==> src/rtl/rgb_seq_ctrl.sv <==
// ============================================================================
// Module   : rgb_seq_ctrl
// Brief    : Steps a 4-entry {a,b} code table into the RGB colour decoder,
//            holding each code for a programmable dwell. Optional macro
//            RGB_SEQ_LOAD_EN makes the table writable through ld_*.
// Revision : 1.0  initial release
// ============================================================================
`default_nettype none

module rgb_seq_ctrl #(
    parameter int          DWELL_W         = 8,
    parameter logic [15:0] DEFAULT_PATTERN = 16'h1B4E,
    parameter logic [3:0]  IDLE_CODE       = 4'h0
) (
    input  logic               clk,
    input  logic               reset,
    input  logic               start,
    input  logic               stop,
    input  logic               pause,
    input  logic               one_shot,
    input  logic [DWELL_W-1:0] dwell,
    input  logic               ld_we,
    input  logic [1:0]         ld_addr,
    input  logic [3:0]         ld_data,
    output logic [1:0]         a_out,
    output logic [1:0]         b_out,
    output logic               step_pulse,
    output logic               busy,
    output logic               done
);

    localparam logic [1:0] c_st_idle = 2'd0;
    localparam logic [1:0] c_st_run  = 2'd1;
    localparam logic [1:0] c_st_hold = 2'd2;
    localparam logic [1:0] c_st_done = 2'd3;

    logic [1:0]         r_state;
    logic [1:0]         w_state_nxt;
    logic [1:0]         r_idx;
    logic [1:0]         w_idx_nxt;
    logic [1:0]         w_idx_inc;
    logic [DWELL_W-1:0] r_cnt;
    logic [DWELL_W-1:0] w_cnt_nxt;
    logic [DWELL_W-1:0] w_reload;
    logic [3:0]         r_ab;
    logic [3:0]         w_ab_nxt;
    logic               r_step;
    logic               w_step_nxt;
    logic               r_busy;
    logic               r_done;
    logic               w_restart;
    logic               w_active;
    logic [3:0][3:0]    w_table;

`ifdef RGB_SEQ_LOAD_EN
    logic [3:0][3:0]    r_table;

    always_ff @(posedge clk) begin
        if (reset) begin
            r_table <= DEFAULT_PATTERN;
        end else if (ld_we) begin
            r_table[ld_addr] <= ld_data;
        end
    end

    assign w_table = r_table;
`else
    logic w_unused_ld;

    assign w_table     = DEFAULT_PATTERN;
    assign w_unused_ld = ^{ld_we, ld_addr, ld_data};
`endif

    // A dwell of zero behaves as a one-cycle step.
    assign w_reload  = (dwell == '0) ? '0 : dwell - DWELL_W'(1);
    assign w_idx_inc = r_idx + 2'd1;
    assign w_restart = start && !stop;
    assign w_active  = (r_state == c_st_run) || (r_state == c_st_hold);

    always_ff @(posedge clk) begin
        if (reset) begin
            r_state <= c_st_idle;
        end else begin
            r_state <= w_state_nxt;
        end
    end

    always_comb begin
        w_state_nxt = r_state;
        case (r_state)
            c_st_idle: begin
                if (w_restart) begin
                    w_state_nxt = c_st_run;
                end
            end
            c_st_run, c_st_hold: begin
                if (stop) begin
                    w_state_nxt = c_st_idle;
                end else if (start) begin
                    w_state_nxt = c_st_run;
                end else if (pause) begin
                    w_state_nxt = c_st_hold;
                end else if ((r_cnt == '0) && (r_idx == 2'd3) && one_shot) begin
                    w_state_nxt = c_st_done;
                end else begin
                    w_state_nxt = c_st_run;
                end
            end
            default: begin
                w_state_nxt = w_restart ? c_st_run : c_st_idle;
            end
        endcase
    end

    // Any cycle with pause low advances the countdown, including the one that
    // leaves HOLD, so only the paused cycles stretch a step.
    always_comb begin
        w_idx_nxt  = r_idx;
        w_cnt_nxt  = r_cnt;
        w_ab_nxt   = r_ab;
        w_step_nxt = 1'b0;
        if (w_restart) begin
            w_idx_nxt  = 2'd0;
            w_ab_nxt   = w_table[0];
            w_cnt_nxt  = w_reload;
            w_step_nxt = 1'b1;
        end else if ((w_state_nxt == c_st_idle) || (w_state_nxt == c_st_done)) begin
            w_idx_nxt = 2'd0;
            w_cnt_nxt = '0;
            w_ab_nxt  = IDLE_CODE;
        end else if (w_active && !pause) begin
            if (r_cnt != '0) begin
                w_cnt_nxt = r_cnt - DWELL_W'(1);
            end else begin
                w_idx_nxt  = w_idx_inc;
                w_ab_nxt   = w_table[w_idx_inc];
                w_cnt_nxt  = w_reload;
                w_step_nxt = 1'b1;
            end
        end
    end

    always_ff @(posedge clk) begin
        if (reset) begin
            r_idx  <= 2'd0;
            r_cnt  <= '0;
            r_ab   <= IDLE_CODE;
            r_step <= 1'b0;
            r_busy <= 1'b0;
            r_done <= 1'b0;
        end else begin
            r_idx  <= w_idx_nxt;
            r_cnt  <= w_cnt_nxt;
            r_ab   <= w_ab_nxt;
            r_step <= w_step_nxt;
            r_busy <= (w_state_nxt == c_st_run) || (w_state_nxt == c_st_hold);
            r_done <= (w_state_nxt == c_st_done);
        end
    end

    assign a_out      = r_ab[3:2];
    assign b_out      = r_ab[1:0];
    assign step_pulse = r_step;
    assign busy       = r_busy;
    assign done       = r_done;

endmodule

`default_nettype wire
==> config.mk <==
export PLATFORM = sky130hd
export DESIGN_NAME = rgb_seq_ctrl
export DESIGN_NICKNAME = d
export VERILOG_FILES = /design/src/rtl/rgb_seq_ctrl.sv
export SDC_FILE = /design/constraint.sdc
export NUM_CORES = 1
export LEC_CHECK = 0
export ABC_AREA = 1
export ABC_CLOCK_PERIOD_IN_PS = 6770
export BUFFER_PORTS_ARGS = -buffer_cell sky130_fd_sc_hd__buf_2
export CAP_MARGIN = 10
export CORE_ASPECT_RATIO = 1.25
export CORE_MARGIN = 2
export CORE_UTILIZATION = 45
export DETAILED_ROUTE_END_ITERATION = 6
export HOLD_SLACK_MARGIN = 0.15
export PLACE_DENSITY_LB_ADDON = 0.12
export SYNTH_ARGS = -nofsm -noshare
export SYNTH_HDL_FRONTEND = slang
export SYNTH_SLANG_ARGS = --single-unit
==> constraint.sdc <==
create_clock -name clk -period 6.77 [get_ports clk]
set_input_delay 1.354 -clock clk [delete_from_list [all_inputs] [get_ports clk]]
set_output_delay 1.354 -clock clk [all_outputs]
set_load 0.02 [all_outputs]
==> impl_metrics.toml, run 1 <==
[status]
outcome = "completed"

[timing]
final-setup-viol-count = 0
report.final.hold_viol_count = 0
finalWorstSetupSlack_ns = 3.711
hold_ws_ns = 0.5061
relSlewSlack_pct = 76.01
grt_setup_unrepaired = "no"
clock-skew-final_ns = 0.01010
fin_crit_sh_pct = 45.19
max_freq_mhz = 326.9
maxSlewViolCount = 0
timing.final.crit_period_ns = 3.059
final.setup.tns_ns = 0
max_slew.worst_pin.slew_ns = 0.3586

[grt]
globalRouteOverflowTotal = 0
grt_pass1_wl_um = 4836
first_global_vias = 1177
maximum_number_of_pins_on_one_net_before_global_route_repair = 13
number_of_antenna_violations_at_the_first_check_in_global_routing = 0
grt_util_all_layers_pct = 18.87

[die]
fp-row-count = 22
floorplan.io_pins = 28
die_w_um = 52.51
core_region_area_um2 = 2863
fp.dieH_um = 64.64
fp.dieArea_um2 = 3394
floorplan.initialDensity_pct = 46.24

[synth]
mappedNetlistArea_um2 = 1324
dominantRegCellSynth = "sky130_fd_sc_hd__dfxtp_1"
postSynth.asyncResetShare_pct = 0
synth.top_cells.by_count = "46 x sky130_fd_sc_hd__nand2_1, 34 x sky130_fd_sc_hd__inv_1, 29 x sky130_fd_sc_hd__nor2_1"
seq_area_frac_synth_pct = 25.71
synth.ff_latch_count = 17
yosys_warnings = 0
synth_top_family_by_area = "simple AND/OR/NAND/NOR gates"
synth.lib_cells_used.distinct = 27
syn_inst = 213
synth-edff-count = 0
synth.area.mux_share_pct = 0
cell_with_the_most_instances_after_synthesis = "sky130_fd_sc_hd__nand2_1"
synth_top_area_share_pct = 25.71
xor_and_xnor_area_share_after_synthesis_pct = 1.985
postSynthAreaPerCell_um2 = 6.215
synth.top_cells.by_area = "sky130_fd_sc_hd__dfxtp_1 26%, sky130_fd_sc_hd__nand2_1 13%, sky130_fd_sc_hd__inv_1 9.6%"
post_synthesis_share_of_cell_area_spent_on_full_adders_half_adders_and_majority_gates_pct = 7.561
synth_simple_gate_area_share_pct = 38.56
postSynthNetCount = 242
synthDominantAreaCellType = "sky130_fd_sc_hd__dfxtp_1"
synth_compound_gate_area_share_pct = 13.04

[drt]
post-route-drc-count = 0
postRouteAntennaNets = 0
drt-total-wl_um = 2836
first_pass_iters = 4
vias_per_cell = 4.840
vias = 1302
drt-initial-drc-count = 44
detail_route.wl_per_cell_um = 10.54

[clocking]
post-cts-setup-buffers = 0
cts_tree = "built"
cts.sinks = 17
worst_setup_hold_path_clk_slew_ns = 0.11
clk_latency_ns = 0.30
cts_made_buffers = 3
cts_root_buf = "sky130_fd_sc_hd__clkbuf_4"
resized_after_cts = 0
clock_tree.htree_level_count = 1
post_cts_hold_buffer_count = 0
clock_tree.buffer_depth = 2

[cells_and_area]
diodes = 0
final_nets = 263
drive_above_1_share_pct = 17.17
syn2layout_area_growth_pct = 10.68

[worst_hold_path]
worstHoldPathType = "reg2reg"

[placed_design]
port_buffer_count = 20
hpwlAfterDp_um = 2281
gp_routability_congestion = 0.7723
preCtsSetupSlack_ns = 3.355

[worst_setup_path]
worstSetupStartpointType = "input port"
timing.critical_path.required_ns = 6.97
worst-path-max-fanout = 12
crit_type = "in2reg"
cp_data_arrival_time_ns = 3.26
worst_setup_path_end_kind = "flop"

[pwr]
irDropWorstVdd_mv = 0.1094
power_leakage_nw = 0.7955
cellPowerDensity_nw_per_um2 = 229.3

[job]
maxCapViolCount = 0
## state kept, by name, indices dropped and copies added (netlist names)
register    cells
step_pulse      1
r_ab            2
busy            1
r_cnt           8
r_state         2
done            1
r_idx           2
## critical path: stages
cell,delay (ns)
sky130_fd_sc_hd__buf_2,0.10
sky130_fd_sc_hd__inv_1,0.07
sky130_fd_sc_hd__nand2_2,0.17
sky130_fd_sc_hd__inv_2,0.17
sky130_fd_sc_hd__o21ai_0,0.13
sky130_fd_sc_hd__nand2_1,0.09
sky130_fd_sc_hd__ha_1,0.22
sky130_fd_sc_hd__inv_1,0.23
sky130_fd_sc_hd__nor2_8,0.09
sky130_fd_sc_hd__inv_2,0.10
sky130_fd_sc_hd__nor2_4,0.05
sky130_fd_sc_hd__inv_2,0.20
sky130_fd_sc_hd__o21ai_0,0.12
sky130_fd_sc_hd__nor2_1,0.10
sky130_fd_sc_hd__a21oi_1,0.06
## cell usage in the layout, fill, tap and decap left out, drive strengths merged
cell type,instances
nand3b,1
dfxtp,17
o22ai,2
nor3,2
inv,38
nand3,19
buf,20
o21ai,16
xor2,3
nor2,36
ha,8
nand2,50
clkbuf,3
clkinv,1
a21oi,11
nand4,2
o211ai,2
a31oi,1
or2,1
## cell type report
type / count / area [um2]
fillers: 326 / 1398
inverters: 38 / 142.6
repair buffers: 20 / 100.1
well taps: 36 / 45.04
flip-flops and latches: 17 / 340.3
clock buffers: 3 / 22.52
multi-input cells: 154 / 809.5
clock inverters: 1 / 5.005
## worst paths after layout
kind / from / to / slack, ns / cells past startpoint
worst min register to register: r_idx[0] / r_idx[0] / 0.51 / 2
worst min-delay path: r_idx[0] / r_idx[0] / 0.51 / 2
worst max register to register: r_cnt[0] / r_cnt[4] / 4.21 / 19
worst max-delay path: stop / r_cnt[4] / 3.71 / 15
## metal layers
metal / GRT usage [%] / part of all wire, % / vias up / routed length [um]
met5: 0 / 0 / - / 0
met4: 6.731 / 0.81 / 0 / 23
met3: 2.765 / 4.4 / 2 / 124
met2: 33.59 / 50 / 28 / 1415
met1: 22.25 / 45 / 563 / 1273
li1: - / - / 709 / -
## stage by stage
stage,total power [mW],cell area [um2],std cells,utilization [%]
after floorplan,0.2519,1324,213,-
after global placement,0.2818,1438,265,50.22
after detailed placement,0.2820,1438,265,50.22
after CTS,0.3399,1465,269,51.18
after global routing,0.3679,1465,269,51.18
final,0.3360,1465,269,51.18
## logic make-up after synthesis
| logic type | Yosys count |
|---|---|
| AOI/OAI and AO/OA | 32 |
| xor gates and xnor gates | 3 |
| adders and majority gates | 8 |
| buffers and inverters | 42 |
| DFF | 17 |
| and+or+nand+nor | 111 |
## power breakdown
group,total (mW),switching [mW],internal (mW)
combinational,0.155,0.0980,0.0570
sequential,0.125,0.0116,0.113
clock,0.0563,0.0343,0.0220
Note: power is estimated with default switching activity, not from simulation.
==> run 2: changes to the inputs <==
- ABC_AREA: 1 -> 0
- ABC_CLOCK_PERIOD_IN_PS: 6770 -> 3100
- clock period: 6.77 -> 3.1 ns (I/O delays scaled with it)
==> impl_metrics.toml, run 2 <==
[drt]
vias_per_cell = 5.608
detail_route.wl_per_cell_um = 14.16
first_pass_iters = 4
postRouteAntennaNets = 0
post-route-drc-count = 0
drt-total-wl_um = 2889
vias = 1144
drt-initial-drc-count = 38

[die]
die_w_um = 50.50
fp.dieH_um = 62.13
core_region_area_um2 = 2628
fp-row-count = 21
fp.dieArea_um2 = 3137
floorplan.io_pins = 28
floorplan.initialDensity_pct = 46.29

[cells_and_area]
final_nets = 200
drive_above_1_share_pct = 24.12
flip_flop_count_of_the_largest_register_after_layout = 8
diodes = 0
syn2layout_area_growth_pct = 14.20
most-common-layout-cells = "20 x sky130_fd_sc_hd__buf_2, 17 x sky130_fd_sc_hd__dfxtp_1, 14 x sky130_fd_sc_hd__nor2_1"
mostFrequentLayoutCell = "sky130_fd_sc_hd__buf_2"
n_fill_cell = 263
post_layout_nonfiller_instances = 204
regMostFlops = "r_cnt"

[timing]
max_freq_mhz = 362.4
relSlewSlack_pct = 57.24
max_slew.worst_pin.slew_ns = 0.6401
maxSlewViolCount = 0
grt_setup_unrepaired = "no"
hold_ws_ns = 0.4986
clock-skew-final_ns = 0.001925
timing.final.crit_period_ns = 2.760
final.setup.tns_ns = 0
report.final.hold_viol_count = 0
finalWorstSetupSlack_ns = 0.3404
fin_crit_sh_pct = 89.02
final-setup-viol-count = 0

[worst_setup_path]
critical-path-top-cell-by-count = "sky130_fd_sc_hd__ha_1"
critical_path.cell_chain = "inv_1, ha_1, nor3b_2, a41oi_1, or4_1, o21ai_2, ha_1, buf_4, nand3b_1, nand2_1, o22ai_1, a211oi_2"
worst-path-max-fanout = 9
slowest_delay_ns = 0.50
slowest_stage = "sky130_fd_sc_hd__or4_1"
worstSetupStartpointType = "flop"
timing.critical_path.required_ns = 3.29
worst_setup_path_end_kind = "flop"
cp_data_arrival_time_ns = 2.95
crit_type = "reg2reg"

[pwr]
p_clk_share_pct = 17.4
pwr-share-seq_pct = 38.1
cellPowerDensity_nw_per_um2 = 517.4
total_power_mw = 0.7186
comb_power_share_pct = 44.6
sw_frac_of_total_pct = 40.06
irDropWorstVdd_mv = 0.2404
cell_internal_pwr_mw = 0.4307
power_leakage_nw = 0.5842
switching_power_mw = 0.2878

[grt]
grt_pass1_wl_um = 5368
first_global_vias = 1137
globalRouteOverflowTotal = 0
maximum_number_of_pins_on_one_net_before_global_route_repair = 18
grt_util_all_layers_pct = 21.60
number_of_antenna_violations_at_the_first_check_in_global_routing = 0

[synth]
yosys_warnings = 0
synth_compound_gate_area_share_pct = 21.30
seq_area_frac_synth_pct = 27.98
post_synthesis_share_of_cell_area_spent_on_full_adders_half_adders_and_majority_gates_pct = 8.230
dominantRegCellSynth = "sky130_fd_sc_hd__dfxtp_1"
synthDominantAreaCellType = "sky130_fd_sc_hd__dfxtp_1"
postSynthAreaPerCell_um2 = 8.217
cell_with_the_most_instances_after_synthesis = "sky130_fd_sc_hd__dfxtp_1"
synth.top_cells.by_count = "17 x sky130_fd_sc_hd__dfxtp_1, 15 x sky130_fd_sc_hd__nor2_1, 11 x sky130_fd_sc_hd__inv_1"
mappedNetlistArea_um2 = 1216
synth_top_area_share_pct = 27.98
synth_top_family_by_area = "simple AND/OR/NAND/NOR gates"
synth.area.mux_share_pct = 3.395
synth_simple_gate_area_share_pct = 28.29
synth.lib_cells_used.distinct = 50
synth-edff-count = 0
xor_and_xnor_area_share_after_synthesis_pct = 4.321
synth.top_cells.by_area = "sky130_fd_sc_hd__dfxtp_1 28%, sky130_fd_sc_hd__ha_1 8.2%, sky130_fd_sc_hd__nor2_1 4.6%"
postSynth.asyncResetShare_pct = 0
syn_inst = 148
synth.ff_latch_count = 17
postSynthNetCount = 177

[placed_design]
preCtsSetupSlack_ns = 0.3223
gp_routability_congestion = 0.8462
hpwlAfterDp_um = 2243
port_buffer_count = 20
dpl.cell_count = 200

[job]
maxCapViolCount = 0

[clocking]
cts_tree = "built"
clock_tree.htree_level_count = 1
clock_tree.buffer_depth = 2
clk_latency_ns = 0.30
cts_root_buf = "sky130_fd_sc_hd__clkbuf_4"
cts_made_buffers = 3
worst_setup_hold_path_clk_slew_ns = 0.11
cts.sinks = 17

[status]
outcome = "completed"

[worst_hold_path]
worstHoldPathType = "reg2reg"
run 2: changes by cell type after synthesis, moves of 3 or more:
| cell | previous run | this run |
|---|---|---|
| sky130_fd_sc_hd__mux2i_1 | 0 | 3 |
| sky130_fd_sc_hd__nand2_1 | 46 | 10 |
| sky130_fd_sc_hd__o21ai_1 | 7 | 0 |
| sky130_fd_sc_hd__nor2_2 | 4 | 0 |
| sky130_fd_sc_hd__o21ai_0 | 8 | 5 |
| sky130_fd_sc_hd__nand2b_1 | 0 | 3 |
| sky130_fd_sc_hd__inv_1 | 34 | 11 |
| sky130_fd_sc_hd__nor2_1 | 29 | 15 |
| sky130_fd_sc_hd__nand2_2 | 3 | 0 |
| sky130_fd_sc_hd__a21oi_1 | 11 | 8 |
| sky130_fd_sc_hd__nor2b_1 | 0 | 4 |
| sky130_fd_sc_hd__nand3_1 | 19 | 4 |
| sky130_fd_sc_hd__nor3_1 | 2 | 8 |
| sky130_fd_sc_hd__inv_2 | 4 | 0 |
run 2: final cells by class:
cell class / instances / area [um2] / share of cell area [%]
well taps: 34 / 42.54 / 3.063
flip-flops and latches: 17 / 340.3 / 24.50
clock buffers: 3 / 22.52 / 1.622
clock inverters: 1 / 5.005 / 0.3604
multi-input cells: 113 / 799.5 / 57.57
repair buffers: 25 / 137.6 / 9.910
inverters: 11 / 41.29 / 2.973
run 2: layer usage:
metal  wire (um)  global-route usage (%)  vias up
met2        1560                   39.31       38
met1        1149                   26.24      526
li1            -                       -      575
met3         139                   2.163        5
met4          40                   6.081        0
met5           0                       0        -
run 2: cells by family after synthesis:
family                   after synthesis
AND/OR/NAND/NOR                       59
XOR/XNOR                               6
AO/OA/AOI/OAI                         36
adder cells (fa/ha/maj)                8
buffers and inverters                 18
multiplexers                           4
flip-flops                            17
run 2: final timing paths:
| kind | startpoint | endpoint | slack (ns) | cells past startpoint |
|---|---|---|---|---|
| worst max-delay path | r_cnt[0] | r_cnt[7] | 0.34 | 12 |
| worst min-delay path | r_cnt[1] | r_cnt[1] | 0.50 | 2 |
| worst max register to register | r_cnt[0] | r_cnt[7] | 0.34 | 12 |
| worst min register to register | r_cnt[1] | r_cnt[1] | 0.50 | 2 |
run 2: worst max-delay path: cells and delay by family (launching register included):
kind	cells	cell delay, ns
simple gates	4	1.09
fa+ha+maj	2	0.44
buf+inv	2	0.30
compound gates	4	0.47
flops	1	0.34
run 2: through the flow:
stage                     cell area, um2  util, %
after floorplan                     1216        -
after global placement              1359    51.71
after detailed placement            1359    51.71
after CTS                           1386    52.76
after global routing                1389    52.86
final                               1389    52.86
run 2: power by group through the flow:
stage | clock network, mW | logic, mW | registers (mW)
after floorplan | 0 | 0.226 | 0.278
after global placement | 0 | 0.312 | 0.278
after detailed placement | 0 | 0.319 | 0.279
after CTS | 0.130 | 0.321 | 0.274
after global routing | 0.137 | 0.368 | 0.278
final | 0.125 | 0.320 | 0.273
run 2: timing repair:
item                                    in CTS  in global routing
endpoints found under the setup margin       0                  3
resized for setup                            0                  1
setup buffers                                0                  0
hold buffers                                 0                  0
==> run 3: changes to the inputs <==
- CELL_PAD_IN_SITES_DETAIL_PLACEMENT: not set -> 1
- CELL_PAD_IN_SITES_GLOBAL_PLACEMENT: not set -> 2
- CORE_UTILIZATION: 45 -> 30
==> impl_metrics.toml, run 3 (same netlist as run 2, synthesis figures left out) <==
[status]
outcome = "completed"

[die]
fp.dieH_um = 75.19
fp.dieArea_um2 = 4583
fp-row-count = 25
core_region_area_um2 = 3847
floorplan.io_pins = 28
floorplan.initialDensity_pct = 31.61
die_w_um = 60.95

[timing]
finalWorstSetupSlack_ns = 0.2710
final.setup.tns_ns = 0
maxSlewViolCount = 0
relSlewSlack_pct = 58.55
hold_ws_ns = 0.5072
timing.final.crit_period_ns = 2.829
report.final.hold_viol_count = 0
max_slew.worst_pin.slew_ns = 0.6205
final-setup-viol-count = 0
fin_crit_sh_pct = 91.26
max_freq_mhz = 353.5
grt_setup_unrepaired = "no"
clock-skew-final_ns = 0.001212

[worst_setup_path]
worst_setup_path_end_kind = "flop"
cp_data_arrival_time_ns = 3.01
worstReg2RegStart = "r_cnt[0]"
worstSetupStartpointType = "flop"
regToRegSetupSlack_ns = 0.27
crit_type = "reg2reg"
worst-path-max-fanout = 7
r2r_cells = 12
timing.critical_path.required_ns = 3.28
worstReg2RegEnd = "r_cnt[1]"

[pwr]
irDropWorstVdd_mv = 0.1579
sw_frac_of_total_pct = 39.26
cellPowerDensity_nw_per_um2 = 545.3
p_clk_share_pct = 21.8
pwr-share-seq_pct = 35.1
switching_power_mw = 0.3094
power_leakage_nw = 0.6022
comb_power_share_pct = 43.1
cell_internal_pwr_mw = 0.4787

[cells_and_area]
syn2layout_area_growth_pct = 18.83
drive_above_1_share_pct = 24.42
ff_latch_area_um2 = 340.3
n_fill_cell = 484
final_nets = 202
regMostFlops = "r_cnt"
mostFrequentLayoutCell = "sky130_fd_sc_hd__buf_2"
most-common-layout-cells = "20 x sky130_fd_sc_hd__buf_2, 17 x sky130_fd_sc_hd__dfxtp_1, 15 x sky130_fd_sc_hd__nor2_1"
design_area_um2 = 1445
multi_input_area_um2 = 797.0
flip_flop_count_of_the_largest_register_after_layout = 8
diodes = 0

[drt]
first_pass_iters = 4
routed.top_layer = "met4"
postRouteAntennaNets = 0
wl_met1_um = 1501
sum_of_met2_wire_segment_lengths_after_detailed_routing_um = 1796
post-route-drc-count = 0
drt-initial-drc-count = 35
wl_met3_um = 78
drt-total-wl_um = 3403
vias = 1173
detail_route.wl_per_cell_um = 15.06
vias_per_cell = 5.190

[clocking]
clk_latency_ns = 0.25
clock_tree.htree_level_count = 1
worst_setup_hold_path_clk_slew_ns = 0.07
post_cts_hold_buffer_count = 0
clock_tree.buffer_depth = 2
cts.sinks = 17
resized_after_cts = 0
cts_made_buffers = 3
cts_tree = "built"
post-cts-setup-buffers = 0
cts_root_buf = "sky130_fd_sc_hd__clkbuf_8"

[worst_hold_path]
hold_path.startpoint = "r_cnt[1]"
worstHoldPathType = "reg2reg"
worstHoldEndpoint = "r_cnt[1]"
hold_path_depth = 2

[grt]
number_of_antenna_violations_at_the_first_check_in_global_routing = 0
grt_pass1_wl_um = 5713
grt_util_all_layers_pct = 16.68
first_global_vias = 1227
globalRouteOverflowTotal = 0
maximum_number_of_pins_on_one_net_before_global_route_repair = 18

[placed_design]
dp_area_um2 = 1399
port_buffer_count = 20
hpwlAfterDp_um = 2705
preCtsSetupSlack_ns = 0.2945
gp_routability_congestion = 0.7859

[job]
maxCapViolCount = 0
## run 3: cell count changes in the layout (fill, tap and decap cells not counted), sizes merged
cell	change
buf	+2
## run 3: worst max-delay path by stage
stage | startpoint | to | slack (ns) | cells after the start
floorplan | r_cnt[0] | r_cnt[7] | 0.36 | 12
global placement | r_cnt[0] | r_cnt[1] | 0.35 | 12
detailed placement | r_cnt[0] | r_cnt[1] | 0.29 | 12
CTS | r_cnt[0] | r_cnt[1] | 0.26 | 12
global route | r_cnt[0] | r_cnt[0] | 0.09 | 12
finish | r_cnt[0] | r_cnt[1] | 0.27 | 12
## run 3: worst max-delay path, stage by stage (launching register included)
cell and delay (ns):
sky130_fd_sc_hd__dfxtp_1 0.33, sky130_fd_sc_hd__inv_1 0.12, sky130_fd_sc_hd__ha_1 0.21, sky130_fd_sc_hd__nor3b_2 0.24
sky130_fd_sc_hd__a41oi_1 0.14, sky130_fd_sc_hd__or4_1 0.50, sky130_fd_sc_hd__o21ai_2 0.09, sky130_fd_sc_hd__ha_1 0.31
sky130_fd_sc_hd__nand2_1 0.17, sky130_fd_sc_hd__nor2_1 0.08, sky130_fd_sc_hd__buf_4 0.20, sky130_fd_sc_hd__a211o_1 0.23
sky130_fd_sc_hd__a21oi_1 0.15
## run 3: layer usage
| metal | vias up | track usage [%] |
|---|---|---|
| met4 | 0 | 4.831 |
| met2 | 25 | 30.59 |
| met3 | 4 | 2.062 |
| li1 | 582 | - |
| met5 | - | 0 |
| met1 | 562 | 19.98 |
## run 3: cell type report
| class | instances | area share [%] |
|---|---|---|
| Multi-Input combinational cell | 113 | 55.15 |
| Sequential cell | 17 | 23.55 |
| Timing Repair Buffer | 27 | 10.56 |
| Tap cell | 54 | 4.675 |
| Clock buffer | 3 | 2.857 |
| Inverter | 11 | 2.857 |
| Clock inverter | 1 | 0.3463 |
## run 3: power by group through the flow
| stage | clock network (mW) | registers [mW] | logic (mW) |
|---|---|---|---|
| 2_1_floorplan | 0 | 0.278 | 0.226 |
| 3_3_place_gp | 0 | 0.279 | 0.328 |
| 3_5_place_dp | 0 | 0.282 | 0.339 |
| 4_1_cts | 0.178 | 0.276 | 0.343 |
| 5_1_grt | 0.189 | 0.280 | 0.377 |
| 6_report | 0.172 | 0.277 | 0.339 |
## run 3: stage by stage
stage	instances	utilization, %	power [mW]
global placement	222	36.36	0.6070
detailed placement	222	36.36	0.6203
finish	226	37.56	0.7881
CTS	226	37.56	0.7975
global route	226	37.56	0.8464
floorplan	148	-	0.5039
